--- config.mk ---
export PLATFORM = sky130hd
export DESIGN_NAME = serial_adder_flat
export DESIGN_NICKNAME = d
export VERILOG_FILES = /design/src/rtl/serial_adder_if.sv /design/src/rtl/serial_adder.sv /design/src/flat_wrapper.sv
export SDC_FILE = /design/constraint.sdc
export NUM_CORES = 1
export LEC_CHECK = 0
export ABC_AREA = 0
export BUFFER_PORTS_ARGS = -buffer_cell sky130_fd_sc_hd__buf_2
export CAP_MARGIN = 10
export CORE_ASPECT_RATIO = 0.5
export CORE_MARGIN = 1.5
export CORE_UTILIZATION = 45
export DETAILED_ROUTE_END_ITERATION = 12
export GPL_TIMING_DRIVEN = 0
export PLACE_DENSITY = 0.69
export SKIP_LAST_GASP = 1
export SYNTH_ARGS = -nofsm -noshare
export SYNTH_HDL_FRONTEND = slang
export SYNTH_SLANG_ARGS = --single-unit
--- constraint.sdc ---
create_clock -name clk -period 1.3 [get_ports clk]
set_input_delay 0.13 -clock clk [delete_from_list [all_inputs] [get_ports clk]]
set_output_delay 0.13 -clock clk [all_outputs]
set_load 0.005 [all_outputs]
--- src/rtl/serial_adder_if.sv ---
// Start/busy/done handshake bundle for the bit-serial adder.
// The requester drives operands and start; the adder returns status and result.
interface serial_adder_if #(
   parameter int WIDTH = 8
);
   logic             start;
   logic             sub;
   logic [WIDTH-1:0] op1;
   logic [WIDTH-1:0] op2;
   logic             cin;
   logic             busy;
   logic             done;
   logic [WIDTH-1:0] sum;
   logic             cout;
   logic             overflow;

   modport master (
      output start, sub, op1, op2, cin,
      input  busy, done, sum, cout, overflow
   );

   modport slave (
      input  start, sub, op1, op2, cin,
      output busy, done, sum, cout, overflow
   );
endinterface

--- src/rtl/serial_adder.sv ---
// Bit-serial adder/subtractor: DIGIT bits per cycle through one slice
// with a registered carry, result held until the next operation ends.
module serial_adder #(
   parameter int WIDTH = 8,
   parameter int DIGIT = 1
) (
   input  logic         clk,
   input  logic         rst,
   serial_adder_if.slave bus
);

   if (WIDTH < 1 || DIGIT < 1 || (WIDTH % DIGIT) != 0) begin : g_bad
      $error("serial_adder: WIDTH must be a positive multiple of DIGIT");
   end

   localparam int N  = WIDTH / DIGIT;
   localparam int CW = (N > 1) ? $clog2(N) : 1;

   typedef enum logic [1:0] {
      IDLE = 2'd0,
      RUN  = 2'd1,
      DONE = 2'd2
   } state_t;

   state_t           state;
   state_t           nstate;
   logic [WIDTH-1:0] a;
   logic [WIDTH-1:0] b;
   logic [WIDTH-1:0] psum;
   logic [WIDTH-1:0] psum_nx;
   logic             carry;
   logic [CW-1:0]    cnt;
   logic             last;
   logic             accept;
   logic [DIGIT-1:0] s;
   logic [DIGIT:0]   cv;
   logic [WIDTH-1:0] sum_q;
   logic             cout_q;
   logic             ovf_q;

   assign last   = (cnt == CW'(N - 1));
   assign accept = (state != RUN) && bus.start;

   // One DIGIT-wide ripple slice; cv[DIGIT-1] is the carry into the MSB
   // when this is the final digit.
   always_comb begin
      cv    = '0;
      s     = '0;
      cv[0] = carry;
      for (int i = 0; i < DIGIT; i++) begin
         s[i]    = a[i] ^ b[i] ^ cv[i];
         cv[i+1] = (a[i] & b[i]) | (cv[i] & (a[i] ^ b[i]));
      end
   end

   // New digits enter from the top so the final shift lands bit 0 at bit 0.
   assign psum_nx = (psum >> DIGIT) | (WIDTH'(s) << (WIDTH - DIGIT));

   always_ff @(posedge clk) begin
      if (rst) begin
         state <= IDLE;
      end else begin
         state <= nstate;
      end
   end

   always_comb begin
      nstate = state;
      case (state)
         IDLE:    if (bus.start) nstate = RUN;
         RUN:     if (last) nstate = DONE;
         DONE:    nstate = bus.start ? RUN : IDLE;
         default: nstate = IDLE;
      endcase
   end

   always_comb begin
      bus.busy     = (state == RUN);
      bus.done     = (state == DONE);
      bus.sum      = sum_q;
      bus.cout     = cout_q;
      bus.overflow = ovf_q;
   end

   always_ff @(posedge clk) begin
      if (rst) begin
         a      <= '0;
         b      <= '0;
         psum   <= '0;
         carry  <= 1'b0;
         cnt    <= '0;
         sum_q  <= '0;
         cout_q <= 1'b0;
         ovf_q  <= 1'b0;
      end else if (accept) begin
         a     <= bus.op1;
         b     <= bus.op2 ^ {WIDTH{bus.sub}};
         carry <= bus.sub ? 1'b1 : bus.cin;
         psum  <= '0;
         cnt   <= '0;
      end else if (state == RUN) begin
         a     <= a >> DIGIT;
         b     <= b >> DIGIT;
         psum  <= psum_nx;
         carry <= cv[DIGIT];
         cnt   <= cnt + 1'b1;
         if (last) begin
            sum_q  <= psum_nx;
            cout_q <= cv[DIGIT];
            ovf_q  <= cv[DIGIT-1] ^ cv[DIGIT];
         end
      end
   end

endmodule

--- src/flat_wrapper.sv ---
// flat-port wrapper written by rule: the top's interface ports become plain ports
module serial_adder_flat 
#(
   parameter int WIDTH = 8,
   parameter int DIGIT = 1
)
  (clk, rst, bus_start, bus_sub, bus_op1, bus_op2, bus_cin, bus_busy, bus_done, bus_sum, bus_cout, bus_overflow);
  serial_adder_if #(.WIDTH(WIDTH)) bus_i ();
  input  logic clk;
  input  logic rst;
  input wire logic [$bits(bus_i.start)-1:0] bus_start;
  input wire logic [$bits(bus_i.sub)-1:0] bus_sub;
  input wire logic [$bits(bus_i.op1)-1:0] bus_op1;
  input wire logic [$bits(bus_i.op2)-1:0] bus_op2;
  input wire logic [$bits(bus_i.cin)-1:0] bus_cin;
  output wire logic [$bits(bus_i.busy)-1:0] bus_busy;
  output wire logic [$bits(bus_i.done)-1:0] bus_done;
  output wire logic [$bits(bus_i.sum)-1:0] bus_sum;
  output wire logic [$bits(bus_i.cout)-1:0] bus_cout;
  output wire logic [$bits(bus_i.overflow)-1:0] bus_overflow;
  assign bus_i.start = bus_start;
  assign bus_i.sub = bus_sub;
  assign bus_i.op1 = bus_op1;
  assign bus_i.op2 = bus_op2;
  assign bus_i.cin = bus_cin;
  assign bus_busy = bus_i.busy;
  assign bus_done = bus_i.done;
  assign bus_sum = bus_i.sum;
  assign bus_cout = bus_i.cout;
  assign bus_overflow = bus_i.overflow;
  serial_adder #(.WIDTH(WIDTH), .DIGIT(DIGIT)) u_core (.clk(clk), .rst(rst), .bus(bus_i));
endmodule
### After elaboration in Yosys (flattened, before gate mapping)

Cells that the tools add are included.

| storage, ports and cells | value |
|---|---|
| word-level logic and storage cells | 42 |
| input bits | 21 |
| register bits | 40 |
| output and inout port bits | 12 |

| cells by class | value |
|---|---|
| equality and inequality tests | 6 |
| add/subtract/negate cells | 1 |
| mux-type cells | 11 |
| reduce and logical (&&, ||, !) cells | 6 |
| bitwise logic cells | 9 |

Operators by type and width:

| kind | count |
|---|---|
| two-way mux 8 bit | 4 |
| bitwise OR 7 x 8 -> 8 bit | 1 |
| bitwise XOR 8 bit | 1 |
| one-hot mux 2 bit (3 select lines) | 1 |
| two-way mux 1 bit | 4 |
| two-way mux 2 bit | 2 |
| inequality test 2 x 1 -> 1 bit (second input constant) | 2 |
| adder 3 x 1 -> 3 bit (second input constant) | 1 |
| == test 3 bit (second input constant) | 1 |
| AND reduction 3 bit | 1 |
| bitwise XOR 1 bit | 3 |
| bitwise AND 1 bit | 2 |
| == test 2 x 1 -> 1 bit (second input constant) | 1 |
| == test 2 bit (second input constant) | 1 |
| logical NOT 2 bit | 1 |
| inequality test 2 bit (second input constant) | 1 |
| AND reduction 2 bit | 1 |
| nonzero test 2 bit | 1 |
| OR reduction 2 bit | 1 |
| logical AND 1 bit | 1 |
| NOT 1 bit | 1 |
| bitwise OR 1 bit | 1 |

### Logic depth before layout (Yosys ltp)

Gate-level depths: netlist of the first run.

| depth | value |
|---|---|
| depth in word-level cells | 5 |
| depth in mapped cells | 6 |

### Worst setup path before layout of the first run

OpenSTA, ideal clock, no wires.

| path | value |
|---|---|
| path type | register to register |
| start point | register u_core.cnt[0] |
| end point | register u_core.ovf_q (netlist: u_core.bus.overflow) |
| setup slack | 0.040 ns |
| buffers on the path | 1 |
| arrival time | 1.175 ns |
| required time | 1.214 ns |
| clock period less this slack | 1.260 ns |
| cell stages (with the launch flop) | 6 |
| cells stage by stage | dfxtp_1 ha_1 ha_1 and3b_1 buf_2 a211oi_1 |

| between the ends | value |
|---|---|
| longest elaborated chain between the ends | 2 |

Ends and longest elaborated chain:

| item | RTL line | source |
|---|---|---|
| from (decl) | serial_adder.sv:32 | `logic [CW-1:0] cnt;` |
| from (signal assigned) | serial_adder.sv:106 | `cnt <= cnt + 1'b1;` |
| == test 3 bit | serial_adder.sv:41 | `assign last = (cnt == CW'(N - 1));` |
| AND reduction 3 bit (no line) | n/a |  |
| to (signal assigned) | serial_adder.sv:110 | `ovf_q <= cv[DIGIT-1] ^ cv[DIGIT];` |
| to (decl) | serial_adder.sv:39 | `logic ovf_q;` |

Every way passes these cells.
A chain may end at the register's enable or synchronous reset.

### Worst setup path after layout of the first run

| path | value |
|---|---|
| start point | register u_core.cnt[0] |
| end point | register u_core.cout_q (netlist: u_core.bus.cout) |

| between the ends | value |
|---|---|
| longest elaborated chain between the ends | 2 |

Ends and longest elaborated chain:

| item | RTL line | source |
|---|---|---|
| == test 3 bit | serial_adder.sv:41 |  |
| AND reduction 3 bit (no line) | n/a |  |
| to (signal assigned) | serial_adder.sv:109 | `cout_q <= cv[DIGIT];` |
| to (decl) | serial_adder.sv:38 | `logic cout_q;` |

Every way passes these cells.

==> metrics, run 1 <==
I/O pin cnt=33; largest cells by area after synthesis=dfxtp_1 (45%), nand2_1 (9.6%), xnor2_1 (5.1%), a21oi_1 (5.0%), mux2i_1 (4.7%); Inserted Clock Buffers=5; RSZ-0062 raised after global routing=yes; Relative slew margins=a little under two thirds; first-pass GRT wire length=slightly below 6000 um; Pre-antenna DRT Iters=4; leakage power=between 0.8 and 0.9 nW; Tmin final=about 1.3 ns; drt first-iter violations=51; crit path kind=register to register; Hold Path Sink=u_core.a[7]; most common library cells after synthesis=nand2_1 (44), dfxtp_1 (39), nor2_1 (18); Crit. End Element=register; final setup vio count=0; Mapped Nets=about 210; Post-synth ARST share=0%; Area Growth Syn to Fin=27.3%; origin of the worst min-delay path=bus_op1[7]; Core ar.=3550 sq um; nets=260; Area after DPL=1930 sq um; Critical Path Fanout Max=5; buffer depth of the longest clock path=2; Worst EP required=1.46 ns; Slew Viols, Final=0; DP Wirelength=roughly 2300 um; clock root cell=clkbuf_8; die area=roughly 4200 sq um; # diodes=0; FF-to-FF End=u_core.bus.cout; share of post-route cells with drive strength above 1=35.4%; reg2reg start=u_core.cnt[0]; Starting Density=between 40 and 50%; final wirelength=~3700 um; #FFs+latches synth=39; EDFF count, synth=0; Clock Latency Late Sink=~0.29 ns; Setup crit start kind=register; yosys warns=0; largest net degree at the start of global routing=20; pre-CTS setup slack=-0.0843 ns; peak supply drop=around 0.00057 V; register area share after synthesis=between 40% and 50%; area leader, netlist=dfxtp_1; Reg clk slew, reported paths=0.08 ns; Power Density=around 1200 nW/um^2; Final Cycle Share=slightly below 100%; leading register cell type out of synthesis=dfxtp_1; H-tree depth=2; final hold viol count=0; Post-DRT Antenna Nets=0; worst-margin pin slew=0.545 ns; number of max-cap violations=0; Max Fclk=780 MHz; WL per Instance=13.0 um; CTS Hold Bufs=0; status=complete, no violations; I/O Buffers=30; overflow left after global routing=0; Die Span Y=between 40 and 50 um; CTS tree=yes; Mean Syn Cell Area=roughly 9.0 sq um; vias in the first global route=about 1200; top-count cell post-synth=nand2_1; initial antenna violation count=0; DRC Markers=0; Yosys top cell area share=45.5%; Syn Inst Count=between 150 and 200; GPL Wtd Cong=approximately 0.74; Rows=15; HP Class=primary input to register; post-synth cell types=28; chip width=roughly 90 um; Worst EP arrival=between 1 and 1.5 ns; Tot Pwr=2.66 mW; GRT Overall Usage=18.0%; worst reg2reg path depth=6; Hold Path Stages=3; clock sinks=39; Mapped Area=1720 sq um; Vias/cell=4.95; Final Skew=roughly 0.0087 ns; final instance area=roughly 2200 sq um; reg2reg setup slack=between 0.015 and 0.02 ns; Setup WS post-layout=about 0.018 ns; detailed-route via count=1427
registers in the layout (all words and copies together), names as in the netlist:
| signal | count |
|---|---|
| u_core.carry | 1 |
| u_core.state | 2 |
| u_core.bus.overflow | 1 |
| u_core.psum | 7 |
| u_core.b | 8 |
| u_core.bus.sum | 8 |
| u_core.a | 8 |
| u_core.cnt | 3 |
| u_core.bus.cout | 1 |
worst max-delay path by stage:
stage / start / endpoint / depth (start not counted)
final: u_core.cnt[0] / u_core.bus.cout / 6
after global placement: u_core.cnt[0] / u_core.bus.sum[7] / 5
after detailed placement: u_core.cnt[0] / u_core.bus.cout / 6
after global routing: u_core.cnt[1] / u_core.bus.overflow / 5
after floorplan: u_core.cnt[0] / u_core.bus.overflow / 5
after CTS: u_core.state[1] / bus_busy / 4
cell families after synthesis:
logic type / synth area share (%)
simple gates: 16.3
compound gates: 19.0
flops: 45.5
buf+inv: 6.92
xor+xnor: 5.10
mux: 4.66
fa+ha+maj: 2.62
metrics by stage:
| stage | TNS [ns] | std cells | util [%] | hold slack, ns |
|---|---|---|---|---|
| after floorplan | 0 | 190 | - | 0.325 |
| final | 0 | 288 | 61.6 | 0.142 |
| after CTS | 0 | 281 | 59.0 | 0.150 |
| after global placement | -0.610 | 271 | 54.4 | 0.418 |
| after detailed placement | -0.730 | 271 | 54.4 | 0.443 |
| after global routing | -0.0679 | 288 | 61.6 | 0.176 |
power breakdown:
part           internal, mW  switching [mW]  total (mW)
Combinational         0.178           0.190       0.368
Clock                 0.572           0.439        1.01
Sequential             1.25          0.0344        1.28
timing repair:
action,4_1_cts,5_1_grt
resized for setup,14,8
endpoints found under the setup margin,11,14
pin swaps,0,0
endpoints found under the hold margin,0,0
cloned,1,1
setup buffers,2,6
cells in the final DEF, fill, tap and decap left out, drive strengths merged, types with 2 or more instances in the layout:
master	instances
buf	51
nand2	44
dfxtp	39
a21oi	26
nor2	19
xnor2	10
mux2i	8
a211oi	8
a211o	7
clkbuf	6
inv	3
nand2b	2
ha	2
clkinv	2
final cells by class:
class | count | area, sq um
Timing Repair Buffer | 39 | 221
Timing Repair inverter | 1 | 8.76
Multi-Input combinational cell | 135 | 863
Fill cell | 302 | 1360
Clock buffer | 5 | 68.8
Inverter | 2 | 20.0
Buffer | 13 | 109
Sequential cell | 39 | 786
Clock inverter | 3 | 43.8
Tap cell | 51 | 63.8
critical path: stages (launching register included):
cell and delay (ns):
dfxtp_2 0.34, ha_4 0.16, ha_4 0.16, and3b_2 0.23, buf_6 0.14, nand2_2 0.06, a21oi_1 0.06
per-layer routing:
layer,vias up,part of all wire [%],routed length (um),GRT usage [%]
li1,731,-,-,-
met1,659,50,1890,23.7
met2,33,44,1660,29.4
met3,4,4.4,163,5.45
met4,0,0.83,31,4.44
met5,-,0,0,0
No activity file was read; power rests on OpenSTA's default activity.
==> run 2: changes to the inputs <==
--- a/config.mk
+++ b/config.mk
@@ -8,7 +8,6 @@
 export ABC_AREA = 0
 export BUFFER_PORTS_ARGS = -buffer_cell sky130_fd_sc_hd__buf_2
 export CAP_MARGIN = 10
-export CORE_ASPECT_RATIO = 0.5
 export CORE_MARGIN = 1.5
 export CORE_UTILIZATION = 45
 export DETAILED_ROUTE_END_ITERATION = 12
==> run 2 against run 1 <==
  * Clock-buffer cell count up 3
  * Critical path depth unchanged
  * Global-route usage down 0.61 points
  * Clock power down 11%
  * Power down 4.5%
  * Final area down 0.23%
  * Worst setup slack worse by 0.0038 ns
  * Largest cell class unchanged
  * Highest routed layer unchanged
==> metrics, run 2 (synthesized netlist as in run 1, its figures left out) <==
I/O pin cnt=33 (unchanged); power share of the clock group=35.2% (-2.8 points); clock sinks=39 (unchanged); worst-margin pin slew=0.611 ns (+0.0663 ns); Post-DRT Antenna Nets=0 (unchanged); H-tree depth=2 (unchanged); Inserted Clock Buffers=5 (unchanged); peak supply drop=0.000630 V (+11%); final instance area=2180 sq um (-0.23%); buffer depth of the longest clock path=2 (unchanged); top layer reached by signal wires=met4; setup_tns=0 ns (unchanged); Worst EP arrival=1.44 ns (about the same); Core ar.=3660 sq um (+3.2%); Area after DPL=1930 sq um (-0.19%); HP Class=primary input to register; I/O Buffers=30 (unchanged); Final Cycle Share=98.9% (+0.29 points); GRT Overall Usage=17.3% (-0.61 points); met1 WL=1730 um (-8.5%); Relative slew margins=59.3% (-4.4 points); first-pass GRT wire length=5580 um (-3.1%); Tmin final=1.29 ns (+0.00383 ns); Power Density=1170 nW/um^2 (-4.3%); Slew Viols, Final=0 (unchanged); pre-CTS setup slack=-0.0888 ns (-0.00448 ns); Int Power=1.92 mW (-4.2%); # diodes=0 (unchanged); CTS tree=yes; Net Sw Power=0.629 mW (-5.2%); commonest non-fill, non-tap cell in the layout=nand2_1; Tot Pwr=2.54 mW (-4.5%); Worst EP required=1.46 ns (about the same); Critical Path Fanout Max=5 (unchanged); final hold viol count=0 (unchanged); register area=786 sq um (unchanged); multi-input logic area=872 sq um (+1.0%); Pre-antenna DRT Iters=4 (unchanged); clock root cell=clkbuf_8; status=complete, no violations; Met2 Wirelength=1610 um (-2.9%); Starting Density=46.9% (-1.5 points); vias in the first global route=1300 (+6.0%); minimum hold slack=0.146 ns (+0.00467 ns); chip width=64.8 um (-28%); sequential cell fraction of total power=50.5% (+2.3 points); number of max-cap violations=0 (unchanged); CTS Hold Bufs=0 (unchanged); part of the power in combinational logic=14.3% (+0.5 points); most frequent cells in the layout=nand2_1 (43), dfxtp_1 (35), buf_2 (33); Max Fclk=777 MHz (-0.30%); nets=261 (+0.38%); drt first-iter violations=54 (+5.9%); Fillers=331 (+9.6%); WL met3=149 um (-8.6%); detailed-route via count=1448 (+1.5%); Setup WS post-layout=0.0138 ns (-0.00383 ns); largest net degree at the start of global routing=20 (unchanged); final setup vio count=0 (unchanged); Clock Latency Late Sink=0.29 ns (about the same); share of post-route cells with drive strength above 1=35.7% (+0.27 points); WL per Instance=12.5 um (-3.9%); initial antenna violation count=0 (unchanged); leakage power=0.887 nW (-0.12%); crit path kind=register to register; DP Wirelength=2320 um (-0.79%); DRC Markers=0 (unchanged); overflow left after global routing=0 (unchanged); Die Span Y=64.8 um (+39%); Setup crit start kind=register; GPL Wtd Cong=0.718 (-3.6%); Crit. End Element=register; Reg clk slew, reported paths=0.07 ns (about the same); Vias/cell=5.06 (+2.2%); Sw Share=24.7% (-0.20 points); Final Skew=0.00426 ns (-0.00442 ns); Area Growth Syn to Fin=27.0%; final wirelength=3570 um (-4.6%); die area=4190 sq um (-0.53%); Rows=22 (+7)
-- run 2: through the flow --
step / utilization (%) / std cells
floorplan: - / 190
global placement: 52.6 / 268
detailed placement: 52.6 / 268
CTS: 55.9 / 276
global route: 59.5 / 286
finish: 59.5 / 286
-- run 2: metal layers --
metal / GRT usage (%) / up-vias
li1: - / 732
met3: 5.73 / 11
met5: 0 / -
met4: 7.71 / 0
met1: 21.4 / 674
met2: 27.4 / 31
-- run 2: path summary, 6_finish.rpt --
check	from	to	slack, ns	cells past startpoint
setup / recovery	u_core.cnt[1]	u_core.bus.cout	0.01	6
hold reg to reg	u_core.bus.sum[7]	u_core.bus.sum[7]	0.46	2
setup reg to reg	u_core.cnt[1]	u_core.bus.cout	0.01	6
hold / removal	bus_op1[7]	u_core.a[7]	0.15	3
-- run 2: power by group through the flow --
stage	combinational [mW]	sequential, mW	clock, mW
final	0.364	1.29	0.894
after detailed placement	0.328	1.31	0
after floorplan	0.247	1.30	0
after global routing	0.401	1.29	0.961
after global placement	0.324	1.31	0
after CTS	0.330	1.28	0.908
-- run 2: critical path: stages (launching register included) --
cell and delay [ns]:
dfxtp_2 0.34, ha_4 0.16, ha_4 0.15, and3b_2 0.23, buf_6 0.14, nand2_1 0.09, a21oi_2 0.05
-- run 2: timing repair --
item / CTS / global route
cloned: 0 / 1
pin swaps: 1 / 0
setup endpoints to repair: 11 / 11
gates resized for setup: 7 / 15
setup buffers: 1 / 9
-- run 2: cell type report --
class                      instances  share of cell area (%)
buffer                            13                    4.82
multi-input combinational        135                    40.0
timing repair buffer              41                    10.8
inverter                           2                   0.918
sequential                        39                    36.1
clock buffer                       8                    4.59
tap                               48                    2.76
==> run 3: changes to the inputs <==
--- a/config.mk
+++ b/config.mk
@@ -8,9 +8,9 @@
 export ABC_AREA = 0
 export BUFFER_PORTS_ARGS = -buffer_cell sky130_fd_sc_hd__buf_2
 export CAP_MARGIN = 10
-export CORE_MARGIN = 1.5
 export CORE_UTILIZATION = 45
 export DETAILED_ROUTE_END_ITERATION = 12
+export GPL_ROUTABILITY_DRIVEN = 0
 export GPL_TIMING_DRIVEN = 0
 export PLACE_DENSITY = 0.69
 export SKIP_LAST_GASP = 1
==> run 3 against run 2 <==
  * Clock-buffer cell count did not move
  * Global-route usage is 2.1 points higher
  * Critical path depth stayed put
  * Final area fell by 1.3%
  * Sequential power barely moved
  * Clock skew hardly changed
  * Die area shrank 3.1%
  * Flip-flop and latch count did not move
  * Core utilization shrank 0.79 points
  * Clock power fell by 1%
  * First-iteration DRC count up 72%
  * Critical path type unchanged
  * Largest cell class unchanged
  * Highest routed layer unchanged
==> metrics, run 3 (synthesized netlist as in run 1, its figures left out) <==
Rows=22 (unchanged); crit path cell chain=ha_4 -> ha_4 -> and3b_2 -> buf_6 -> nand2_1 -> a21oi_2; I/O pin cnt=33 (unchanged); H-tree depth=2 (unchanged); WL per Instance=12.2 um (-2.3%); leakage power=0.868 nW (-2.2%); Post-DRT Antenna Nets=0 (unchanged); Area after DPL=1930 sq um (unchanged); Worst EP arrival=1.43 ns (about the same); share of post-route cells with drive strength above 1=33.8% (-2.0 points); # diodes=0 (unchanged); Final Skew=0.00450 ns (+0.000244 ns); clock sinks=39 (unchanged); Tot Pwr=2.52 mW (-0.89%); worst path bufs/invs=1 (unchanged); Reg clk slew, reported paths=0.07 ns (about the same); buffer depth of the longest clock path=2 (unchanged); CP most frequent cell=ha_4; Die Span Y=63.8 um (-1.5%); DP Wirelength=2280 um (-1.5%); Crit path largest cell delay=0.34 ns (about the same); overflow left after global routing=0 (unchanged); nets=257 (-1.5%); status=complete, no violations; vias in the first global route=1399 (+7.6%); first-pass GRT wire length=6110 um (+9.5%); drt first-iter violations=93 (+72%); HP Class=primary input to register; Pre-antenna DRT Iters=4 (unchanged); Slew Viols, Final=0 (unchanged); die area=4070 sq um (-3.1%); pre-CTS setup slack=-0.0809 ns (+0.00790 ns); RSZ-0062 raised after global routing=yes; commonest non-fill, non-tap cell in the layout=nand2_1; Setup WS post-layout=0.0288 ns (+0.0151 ns); Vias/cell=5.05 (-0.26%); Starting Density=46.9% (unchanged); Max Fclk=787 MHz (+1.2%); Clock Latency Late Sink=0.29 ns (about the same); Relative slew margins=64.6% (+5.4 points); Critical Path Fanout Max=5 (unchanged); Crit. End Element=register; clock root cell=clkbuf_8; minimum hold slack=0.148 ns (+0.00127 ns); Inserted Clock Buffers=5 (unchanged); Area Growth Syn to Fin=25.3%; final instance area=2150 sq um (-1.3%); largest net degree at the start of global routing=20 (unchanged); I/O Buffers=30 (unchanged); final setup vio count=0 (unchanged); Fillers=350 (+5.7%); Final Cycle Share=97.8% (-1.2 points); peak supply drop=0.000791 V (+26%); worst-margin pin slew=0.530 ns (-0.0805 ns); Worst EP required=1.45 ns (about the same); DRC Markers=0 (unchanged); Setup crit start kind=register; number of max-cap violations=0 (unchanged); initial antenna violation count=0 (unchanged); most frequent cells in the layout=nand2_1 (43), dfxtp_1 (35), buf_2 (33); chip width=63.8 um (-1.5%); detailed-route via count=1424 (-1.7%); Power Density=1170 nW/um^2 (+0.43%); crit path kind=register to register; final wirelength=3430 um (-3.7%); Tmin final=1.27 ns (-0.0151 ns); GRT Overall Usage=19.4% (+2.1 points); CTS tree=yes; CP delay by family, top=flip-flops; Crit-path slowest cell=dfxtp_2; Core ar.=3660 sq um (unchanged); final hold viol count=0 (unchanged)
-- run 3: cell types whose count changed in the layout (fill, tap and decap cells not counted), sizes merged --
cell,delta
buf,-4
-- run 3: through the flow --
step | TNS, ns | utilization (%) | instances
final | 0 | 58.7 | 282
after global routing | -0.0404 | 58.7 | 282
after CTS | 0 | 56.7 | 279
after detailed placement | -0.666 | 52.6 | 268
after global placement | -0.673 | 52.6 | 268
after floorplan | 0 | - | 190
-- run 3: power breakdown --
part	internal, mW	total, mW	switching [mW]
Combinational	0.174	0.351	0.177
Sequential	1.25	1.29	0.0359
Clock	0.484	0.884	0.400
-- run 3: timing repair --
action | CTS | global route
setup buffers | 3 | 3
pin swaps | 1 | 0
endpoints found under the setup margin | 11 | 13
cloned | 1 | 0
hold buffers | 0 | 0
resized for setup | 11 | 9
-- run 3: final cells by class --
cell class	instances	area [sq um]	share of cell area, %
tap	48	60.1	2.79
clock buffer	8	100	4.65
sequential	39	786	36.5
inverter	2	20.0	0.931
timing repair buffer	37	219	10.2
multi-input combinational	135	861	40.0
buffer	13	105	4.89
-- run 3: worst paths after layout --
kind | from | cells past startpoint | end | slack (ns)
worst max-delay path | u_core.cnt[0] | 6 | u_core.bus.sum[5] | 0.03
worst min-delay path | bus_op1[7] | 3 | u_core.a[7] | 0.15
worst max register to register | u_core.cnt[0] | 6 | u_core.bus.sum[5] | 0.03
worst min register to register | u_core.bus.sum[4] | 2 | u_core.bus.sum[4] | 0.45
-- run 3: layer usage --
layer / up-vias / wire length [um] / track usage (%)
met5: - / 0 / 0
met4: 0 / 68 / 7.67
met3: 7 / 142 / 6.07
met2: 26 / 1590 / 30.7
met1: 666 / 1630 / 24.4
li1: 725 / - / -
-- run 3: worst min-delay path, cell delays in order --
cell and delay (ns):
buf_2 0.08, mux2i_1 0.05, nor3_1 0.12
